## src/rtl/ifu_pkg.sv

```systemverilog
// ifu_pkg: shared types and constants for the instruction fetch unit.
//   XLEN / INSTR_BYTES  - datapath width and fetch step
//   RV_NOP              - canonical RV32I nop encoding
//   fetch_entry_t       - {instr, pc} record held in the fetch queue
//   cnt_width()         - width of a counter that must hold 0..depth inclusive
package ifu_pkg;

    localparam int unsigned XLEN        = 32;
    localparam int unsigned INSTR_BYTES = 4;
    localparam logic [XLEN-1:0] RV_NOP  = 32'h0000_0013;

    typedef struct packed {
        logic [XLEN-1:0] instr;
        logic [XLEN-1:0] pc;
    } fetch_entry_t;

    localparam int unsigned ENTRY_W = $bits(fetch_entry_t);

    // Counters must represent the full value 'depth', hence the extra bit.
    function automatic int unsigned cnt_width(input int unsigned depth);
        return $clog2(depth) + 1;
    endfunction

    localparam int unsigned IFU_DEFAULT_DEPTH = 4;
    localparam int unsigned IFU_CNT_W         = $clog2(IFU_DEFAULT_DEPTH) + 1;

endpackage

```

## src/rtl/fetch_fifo.sv

```systemverilog
// fetch_fifo: synchronous Depth-entry FIFO of fetch_entry_t words.
//   clk_i, rst_ni   - clock, asynchronous active-low reset (clears storage too)
//   flush_i         - empties the queue; wins over push/pop in the same cycle
//   push_i, data_i  - enqueue (ignored when full unless a pop happens too)
//   pop_i, data_o   - dequeue; data_o always shows the head entry
//   count_o, full_o, empty_o - occupancy
module fetch_fifo
    import ifu_pkg::*;
#(
    parameter int unsigned Depth = 4
) (
    input  logic                        clk_i,
    input  logic                        rst_ni,
    input  logic                        flush_i,
    input  logic                        push_i,
    input  logic [ENTRY_W-1:0]          data_i,
    input  logic                        pop_i,
    output logic [ENTRY_W-1:0]          data_o,
    output logic [cnt_width(Depth)-1:0] count_o,
    output logic                        full_o,
    output logic                        empty_o
);

    localparam int unsigned PtrW = $clog2(Depth);
    localparam int unsigned CntW = cnt_width(Depth);

    logic [ENTRY_W-1:0] mem_q [Depth];
    logic [PtrW-1:0]    wr_ptr_q, wr_ptr_d;
    logic [PtrW-1:0]    rd_ptr_q, rd_ptr_d;
    logic [CntW-1:0]    count_q, count_d;
    logic               do_push, do_pop;

    assign full_o  = (count_q == CntW'(Depth));
    assign empty_o = (count_q == '0);
    assign count_o = count_q;
    assign data_o  = mem_q[rd_ptr_q];

    // A push into a full queue is legal only when the head leaves in the same cycle.
    assign do_push = push_i & (~full_o | pop_i);
    assign do_pop  = pop_i & ~empty_o;

    always_comb begin
        wr_ptr_d = wr_ptr_q;
        rd_ptr_d = rd_ptr_q;
        count_d  = count_q;
        if (flush_i) begin
            wr_ptr_d = '0;
            rd_ptr_d = '0;
            count_d  = '0;
        end else begin
            if (do_push) wr_ptr_d = wr_ptr_q + PtrW'(1);
            if (do_pop)  rd_ptr_d = rd_ptr_q + PtrW'(1);
            count_d = count_q + CntW'(do_push) - CntW'(do_pop);
        end
    end

    always_ff @(posedge clk_i or negedge rst_ni) begin
        if (!rst_ni) begin
            wr_ptr_q <= '0;
            rd_ptr_q <= '0;
            count_q  <= '0;
        end else begin
            wr_ptr_q <= wr_ptr_d;
            rd_ptr_q <= rd_ptr_d;
            count_q  <= count_d;
        end
    end

    always_ff @(posedge clk_i or negedge rst_ni) begin
        if (!rst_ni) begin
            for (int i = 0; i < int'(Depth); i++) mem_q[i] <= '0;
        end else if (do_push && !flush_i) begin
            mem_q[wr_ptr_q] <= data_i;
        end
    end

endmodule

```

## src/rtl/instr_fetch_unit.sv

```systemverilog
// instr_fetch_unit: RV32I fetch stage. Owns the fetch PC, issues sequential word requests
// to instruction memory, queues in-order responses tagged with their PC for decode, and
// flushes on branch/jump redirects while discarding responses still in flight.
//   clk_i, rst_ni                    - clock, asynchronous active-low reset
//   redirect_valid_i, redirect_pc_i  - taken branch/jump and its target (bits [1:0] ignored)
//   imem_req_valid_o/ready_i/addr_o  - request channel (addr = fetch PC)
//   imem_rsp_valid_i, imem_rsp_data_i - in-order responses, always accepted
//   dec_valid_o/ready_i/instr_o/pc_o - head of the fetch queue towards decode
//   fetch_pc_o                       - current fetch PC register
// Build option: define IFU_BYPASS_EN to let a response reach decode in the same cycle
// when the queue is empty and nothing is being dropped.
module instr_fetch_unit
    import ifu_pkg::*;
#(
    parameter int unsigned DEPTH    = 4,
    parameter logic [31:0] RESET_PC = 32'h0000_0000
) (
    input  logic        clk_i,
    input  logic        rst_ni,
    input  logic        redirect_valid_i,
    input  logic [31:0] redirect_pc_i,
    output logic        imem_req_valid_o,
    input  logic        imem_req_ready_i,
    output logic [31:0] imem_req_addr_o,
    input  logic        imem_rsp_valid_i,
    input  logic [31:0] imem_rsp_data_i,
    output logic        dec_valid_o,
    input  logic        dec_ready_i,
    output logic [31:0] dec_instr_o,
    output logic [31:0] dec_pc_o,
    output logic [31:0] fetch_pc_o
);

    localparam int unsigned CntW   = cnt_width(DEPTH);
    localparam logic [31:0] PcStep = 32'(INSTR_BYTES);

    logic            released_q;
    logic [31:0]     fetch_pc_q, fetch_pc_d;
    logic [31:0]     rsp_pc_q, rsp_pc_d;
    logic [CntW-1:0] outstanding_q, outstanding_d;
    logic [CntW-1:0] drop_q, drop_d;

    logic [CntW-1:0] fifo_count;
    logic            fifo_full, fifo_empty, fifo_push, fifo_pop;
    fetch_entry_t    push_entry, head_entry;

    logic [CntW:0]   in_use;
    logic            credit_ok, req_fire, rsp_keep, rsp_drop, bypass_take;
    logic [31:0]     redirect_tgt;
    logic            unused_rpc_lsb;

    assign redirect_tgt   = {redirect_pc_i[31:2], 2'b00};
    assign unused_rpc_lsb = ^redirect_pc_i[1:0];

    // Credits cover both queued entries and every in-flight request, including ones that
    // will be dropped, so a kept response always finds room in the queue.
    assign in_use    = {1'b0, outstanding_q} + {1'b0, fifo_count};
    assign credit_ok = (in_use < (CntW + 1)'(DEPTH));

    assign imem_req_valid_o = released_q & ~redirect_valid_i & credit_ok;
    assign imem_req_addr_o  = fetch_pc_q;
    assign fetch_pc_o       = fetch_pc_q;
    assign req_fire         = imem_req_valid_o & imem_req_ready_i;

    assign rsp_keep = imem_rsp_valid_i & (drop_q == '0);
    assign rsp_drop = imem_rsp_valid_i & (drop_q != '0);

`ifdef IFU_BYPASS_EN
    logic bypass_valid;
    assign bypass_valid = fifo_empty & rsp_keep & ~redirect_valid_i;
    assign bypass_take  = bypass_valid & dec_ready_i;
    assign dec_valid_o  = ~fifo_empty | bypass_valid;
    assign dec_instr_o  = bypass_valid ? imem_rsp_data_i : head_entry.instr;
    assign dec_pc_o     = bypass_valid ? rsp_pc_q : head_entry.pc;
`else
    assign bypass_take  = 1'b0;
    assign dec_valid_o  = ~fifo_empty;
    assign dec_instr_o  = head_entry.instr;
    assign dec_pc_o     = head_entry.pc;
`endif

    assign fifo_pop   = ~fifo_empty & dec_ready_i;
    // A response in the redirect cycle belongs to the old path and is discarded.
    assign fifo_push  = rsp_keep & ~redirect_valid_i & ~bypass_take;
    assign push_entry = '{instr: imem_rsp_data_i, pc: rsp_pc_q};

    always_comb begin
        fetch_pc_d    = fetch_pc_q;
        rsp_pc_d      = rsp_pc_q;
        drop_d        = drop_q;
        outstanding_d = outstanding_q + CntW'(req_fire) - CntW'(imem_rsp_valid_i);
        if (redirect_valid_i) begin
            fetch_pc_d = redirect_tgt;
            rsp_pc_d   = redirect_tgt;
            // No request can fire here, so everything still outstanding afterwards is stale.
            drop_d     = outstanding_q - CntW'(imem_rsp_valid_i);
        end else begin
            if (req_fire) fetch_pc_d = fetch_pc_q + PcStep;
            if (rsp_keep) rsp_pc_d = rsp_pc_q + PcStep;
            if (rsp_drop) drop_d = drop_q - CntW'(1);
        end
    end

    always_ff @(posedge clk_i or negedge rst_ni) begin
        if (!rst_ni) begin
            released_q    <= 1'b0;
            fetch_pc_q    <= RESET_PC;
            rsp_pc_q      <= RESET_PC;
            outstanding_q <= '0;
            drop_q        <= '0;
        end else begin
            released_q    <= 1'b1;
            fetch_pc_q    <= fetch_pc_d;
            rsp_pc_q      <= rsp_pc_d;
            outstanding_q <= outstanding_d;
            drop_q        <= drop_d;
        end
    end

    fetch_fifo #(
        .Depth (DEPTH)
    ) u_fetch_fifo (
        .clk_i   (clk_i),
        .rst_ni  (rst_ni),
        .flush_i (redirect_valid_i),
        .push_i  (fifo_push),
        .data_i  (push_entry),
        .pop_i   (fifo_pop),
        .data_o  (head_entry),
        .count_o (fifo_count),
        .full_o  (fifo_full),
        .empty_o (fifo_empty)
    );

    // The credit check makes this impossible; firing means the accounting is broken.
    assert property (@(posedge clk_i) disable iff (!rst_ni)
                     !(fifo_push && fifo_full && !fifo_pop))
        else $error("instr_fetch_unit: response arrived with fetch queue full");

endmodule

```

## config.mk

```make
export PLATFORM = sky130hd
export DESIGN_NAME = instr_fetch_unit
export DESIGN_NICKNAME = d
export VERILOG_FILES = /design/src/rtl/ifu_pkg.sv /design/src/rtl/fetch_fifo.sv /design/src/rtl/instr_fetch_unit.sv
export SDC_FILE = /design/constraint.sdc
export NUM_CORES = 1
export LEC_CHECK = 0
export CAP_MARGIN = 10
export CORE_MARGIN = 3
export CORE_UTILIZATION = 55
export CTS_BUF_LIST = sky130_fd_sc_hd__clkbuf_4 sky130_fd_sc_hd__clkbuf_8
export DETAILED_ROUTE_END_ITERATION = 16
export GPL_ROUTABILITY_DRIVEN = 0
export PLACE_DENSITY = 0.87
export SLEW_MARGIN = 20
export SYNTH_ARGS = -nofsm -noshare
export SYNTH_HDL_FRONTEND = slang
export SYNTH_SLANG_ARGS = --single-unit
```

## constraint.sdc

```tcl
create_clock -name clk_i -period 5.6 [get_ports clk_i]
set_clock_uncertainty 0.05 [all_clocks]
set_input_delay 0.56 -clock clk_i [delete_from_list [all_inputs] [get_ports clk_i]]
set_output_delay 0.56 -clock clk_i [all_outputs]
set_load 0.02 [all_outputs]
```

==> flow_summary.ini, run 1 <==
[status]
status = finished clean

[layout]
final.fill_count = 1898
postLayoutCellArea_um2 = 18400
area_growth_pct = 20.1
num-nets-final = 1352
n_antenna_cell = 0
stdcell_count = 1675
postLayoutCoreUtil = 0.676
regArea_um2 = 8060
multi_input_area_um2 = 6530
drive_above_1_share = 0.150

[yosys]
yosysMostFrequentCell = dfrtp_1
synth_top_area_cell = dfrtp_1
synth_async_sr_flop_share = 1.00
ys.flop_type = dfrtp_1
seq_area_frac_synth = 0.527
synth_warnings = 0
yosysTopAreaCellShare = 0.527
syn-cell-area_um2 = 15300
avgSynthCellArea_um2 = 13.9
synth-seq-cells = 322
synth.distinct_cells = 59
synth_area_leaders = dfrtp_1, mux2_1, mux4_2
synth_edf_count = 0
synth_cells = 1104
synthTopCellsByCount = dfrtp_1, mux2_1, mux4_2, buf_4, nand2_1

[timing]
fin_tns_setup_ps = 0
finalHoldViolCount = 0
relSlewSlack = 0.349
tightestPinTransition_ps = 976
setup_violations = 0
post-route-period-util = 0.660
final-max-slew-violation-count = 0
period_needed_ps = 3700
max_freq_mhz = 270
rsz0062_at_grt = no

[global_routing]
grt_pass1_wl_um = 56300
track_usage = 0.230
grt_antenna_before_repair = 0
grt_pass1_vias = 10700
grt-ovfl-total = 0
grt_max_degree = 139

[cts]
clk_pin_slew_ps = 60
postCtsHoldBufs = 1
numCtsBuffers = 52
cts_root_buf = clkbuf_8
insertion_delay_ps = 560
tritoncts = yes
cts_setup_buffers = 0
cts_htree_levels = 2
cts_max_path_buffers = 3
clock_sinks = 322
ctsResizeCount = 0

[critical_path]
max_stage_delay_ps = 850
path_cells = buf_4 -> mux4_2 -> clkdlybuf4s50_1
path_class = flip-flop to output port
slowest_stage = dfrtp_2
start_kind = flip-flop
critPathTopFamily = buffers and inverters
cp_max_fo = 36
worstPathRequired_ps = 4990
arrival_ps = 3090
endpoint_kind = output port
crit_buf_inv = 2

[worst_hold_path]
hold_class = flip-flop to flip-flop

[power]
peakVddDrop_v = 0.000371
power_mw = 7.83
power.density_nw_per_um2 = 427
p_leak_nw = 8.44

[placement]
dpl.hpwl_um = 21800
dpl.cell_count = 1581
portBuffers = 191
place_area_um2 = 17200

[flow_run]
cap_viol_max_count = 0

[routing]
routed_wl_um = 34000
ant_nets = 0
routedWlPerCell_um = 20.3
viasPerCell = 5.90
vias = 9890
detail_route.iter0.violations = 611
dr.pass1.iters = 5
drc = 0

[floorplanning]
dieArea_um2 = 29900
num_rows = 60
die_height_um = 173
pin_count = 200
start_util = 0.563
core_region_area_um2 = 27200
fp.dieW_um = 173
==> through the flow <==
step / hold WS (ps) / worst slack (ps)
global route: 444 / 1760
floorplan: 214 / 2970
detailed placement: 420 / 1850
global placement: 411 / 1950
CTS: 433 / 1830
finish: 430 / 1900
==> layout make-up <==
type,count,share of cell area
Clock buffer,90,0.0613
Clock inverter,3,0.00218
Inverter,22,0.00450
Multi-Input combinational cell,660,0.355
Sequential cell,322,0.439
Tap cell,372,0.0253
Timing Repair Buffer,206,0.112
==> report_power, final <==
part | switching, mW | internal (mW) | total [mW]
registers | 0.361 | 2.75 | 3.11
logic | 1.19 | 1.34 | 2.53
clock network | 0.893 | 1.30 | 2.19
==> cells in the final DEF (no fill, tap or decap), types with 24 or more instances in the layout <==
master / count
mux2_1: 250
mux4_2: 62
nand3_1: 40
dfrtp_1: 320
clkbuf_8: 72
xor2_1: 24
nor2_1: 27
clkdlybuf4s50_1: 189
nand2_1: 51
==> routing by layer <==
metal / wire, um / GRT usage / up-vias / part of all wire
li1: - / - / 4313 / -
met1: 14100 / 0.311 / 5111 / 0.42
met2: 16800 / 0.385 / 402 / 0.50
met3: 2480 / 0.0479 / 64 / 0.073
met4: 568 / 0.0618 / 0 / 0.017
met5: 0 / 0 / - / 0
==> path summary, 6_finish.rpt <==
kind	start	endpoint	slack [ps]	depth (start not counted)
max	u_fetch_fifo.rd_ptr_q[1]	dec_pc_o[9]	1900	3
min	u_fetch_fifo.mem_q[119]	u_fetch_fifo.mem_q[119]	430	1
max reg2reg	drop_q[0]	u_fetch_fifo.mem_q[48]	2450	7
min reg2reg	u_fetch_fifo.mem_q[119]	u_fetch_fifo.mem_q[119]	430	1
max in group asynchronous	rst_ni	u_fetch_fifo.mem_q[212]	3740	3
min in group asynchronous	rst_ni	u_fetch_fifo.mem_q[246]	590	2
==> kinds of logic after synthesis <==
logic type                 count (synthesis)  share of synthesized area
xor gates and xnor gates                  40                     0.0229
AOI/OAI and AO/OA                         79                     0.0328
adders and majority gates                 18                     0.0157
DFF                                      322                      0.527
other                                      2                   0.000491
and+or+nand+nor                          199                     0.0743
muxes                                    317                      0.279
buffers and inverters                    127                     0.0483
==> registers in the layout, indices dropped and copies added (netlist names) <==
| name | cells |
|---|---|
| fetch_pc_o | 30 |
| outstanding_q | 3 |
| u_fetch_fifo.count_o | 3 |
| u_fetch_fifo.rd_ptr_q | 2 |
| rsp_pc_q | 30 |
| u_fetch_fifo.mem_q | 248 |
| u_fetch_fifo.wr_ptr_q | 2 |
| released_q | 1 |
| drop_q | 3 |
(Power assumes the default switching activity.)
==> run 2: changes to the inputs <==
- CORE_UTILIZATION: 55 -> 52
- PLACE_DENSITY: 0.87 -> 0.86
- clock period: 5.6 -> 3 ns (I/O delays scaled with it)
==> flow_summary.ini, run 2 (same netlist as run 1, synthesis figures left out) <==
[global_routing]
grt-ovfl-total = 0
grt_max_degree = 81
grt_pass1_vias = 10600
grt_pass1_wl_um = 55800
grt_antenna_before_repair = 0
track_usage = 0.221

[cts]
clk_pin_slew_ps = 60
cts_htree_levels = 2
cts_max_path_buffers = 3
cts_root_buf = clkbuf_8
tritoncts = yes
numCtsBuffers = 53
clock_sinks = 322
insertion_delay_ps = 590

[layout]
largest_register_ffs = 248
area_growth_pct = 22.1
layout_common_cells = dfrtp_1, mux2_1, clkdlybuf4s50_1
drive_above_1_share = 0.166
num-nets-final = 1378
n_antenna_cell = 0
final_common_cell = dfrtp_1
postLayoutCoreUtil = 0.647
top_register = u_fetch_fifo.mem_q
stdcell_count = 1712

[timing]
whs_ps = 229
post-route-period-util = 0.948
final-max-slew-violation-count = 0
setup_violations = 0
rsz0062_at_grt = no
finalHoldViolCount = 0
relSlewSlack = 0.372
tightestPinTransition_ps = 939
fin_tns_setup_ps = 0
period_needed_ps = 2840
max_freq_mhz = 352

[critical_path]
path_class = flip-flop to output port
endpoint_kind = output port
path_cells = buf_12 -> buf_12 -> mux4_2 -> clkdlybuf4s50_1
critPathMostFrequentCell = buf_12
worstPathRequired_ps = 2650
slowest_stage = clkdlybuf4s50_1
crit_buf_inv = 3
critPathTopFamily = buffers and inverters
cp_max_fo = 11
start_kind = flip-flop
max_stage_delay_ps = 620
arrival_ps = 2490

[floorplanning]
pin_count = 200
die_height_um = 178
core_region_area_um2 = 28900
start_util = 0.530
dieArea_um2 = 31500
num_rows = 62
fp.dieW_um = 178

[placement]
portBuffers = 191
dpl.cell_count = 1610
dpl.hpwl_um = 23000

[routing]
routed_wl_um = 34400
ant_nets = 0
dr.pass1.iters = 8
detail_route.iter0.violations = 576
viasPerCell = 5.76
drc = 0
routedWlPerCell_um = 20.1
vias = 9857

[worst_hold_path]
hold_class = input pin to asynchronous set/reset pin

[flow_run]
cap_viol_max_count = 0

[status]
status = finished clean

[power]
power.density_nw_per_um2 = 789
p_leak_nw = 8.58
peakVddDrop_v = 0.000339
run 2: changes by cell type in the layout (fill, tap and decap cells not counted), moves of 2 or more:
cell      before  now
clkbuf_8      72   69
clkbuf_4      18   16
and2_4         0    2
buf_4         11   23
inv_6          0    2
and2_2         4    2
buf_12         3   14
clkinv_2       2    5
run 2: per-layer routing:
layer  track usage  vias up  routed length (um)
met5             0        -                   0
met4        0.0573        0                 589
met3        0.0492       62                2530
met2         0.361      381               16300
met1         0.303     5038               14900
li1              -     4376                   -
run 2: timing repair:
action,CTS,global route
hold buffers,2,0
setup buffers,1,6
setup endpoints to repair,45,15
endpoints found under the hold margin,78,0
resized for setup,0,1
run 2: final cells by class:
cell class / instances / area [um^2]
Clock buffer: 85 / 1070
Tap cell: 384 / 480
Fill cell: 2039 / 10200
Sequential cell: 322 / 8070
Timing Repair Buffer: 231 / 2400
Inverter: 22 / 82.6
Clock inverter: 8 / 58.8
Multi-Input combinational cell: 660 / 6530
run 2: worst register-to-register path: stages, from the launching register on:
cell and delay, ps:
dfrtp_1 460, ha_1 310, nand3_1 90, and4_1 300, buf_4 240, nor2_1 740, o21ai_0 260, o311ai_1 150
run 2: path summary, 6_finish.rpt:
path / to / slack, ps / cells after the start / from
hold / removal: u_fetch_fifo.mem_q[242] / 230 / 2 / rst_ni
setup / recovery: dec_pc_o[30] / 160 / 4 / u_fetch_fifo.rd_ptr_q[0]
hold reg to reg: u_fetch_fifo.mem_q[7] / 430 / 1 / u_fetch_fifo.mem_q[7]
max in group asynchronous: u_fetch_fifo.mem_q[224] / 1790 / 3 / rst_ni
min in group clk_i: rsp_pc_q[21] / 260 / 3 / redirect_pc_i[21]
setup reg to reg: fetch_pc_o[10] / 300 / 7 / u_fetch_fifo.count_o[1]
run 2: stage by stage:
stage               setup WS, ps  total power [mW]  cell area, um^2
global route                57.7              15.5            18700
finish                       157              14.8            18700
floorplan                    367              8.59            15300
CTS                         1.90              14.8            18600
detailed placement           366              10.8            17500
global placement             408              10.6            17500
run 2: report_power, final:
group	internal (mW)	total, mW	switching, mW	leakage, nW
logic	2.67	5.01	2.34	3.73
registers	5.14	5.74	0.603	4.25
clock network	2.26	4.00	1.74	0.606
total	10.1	14.8	4.68	8.58
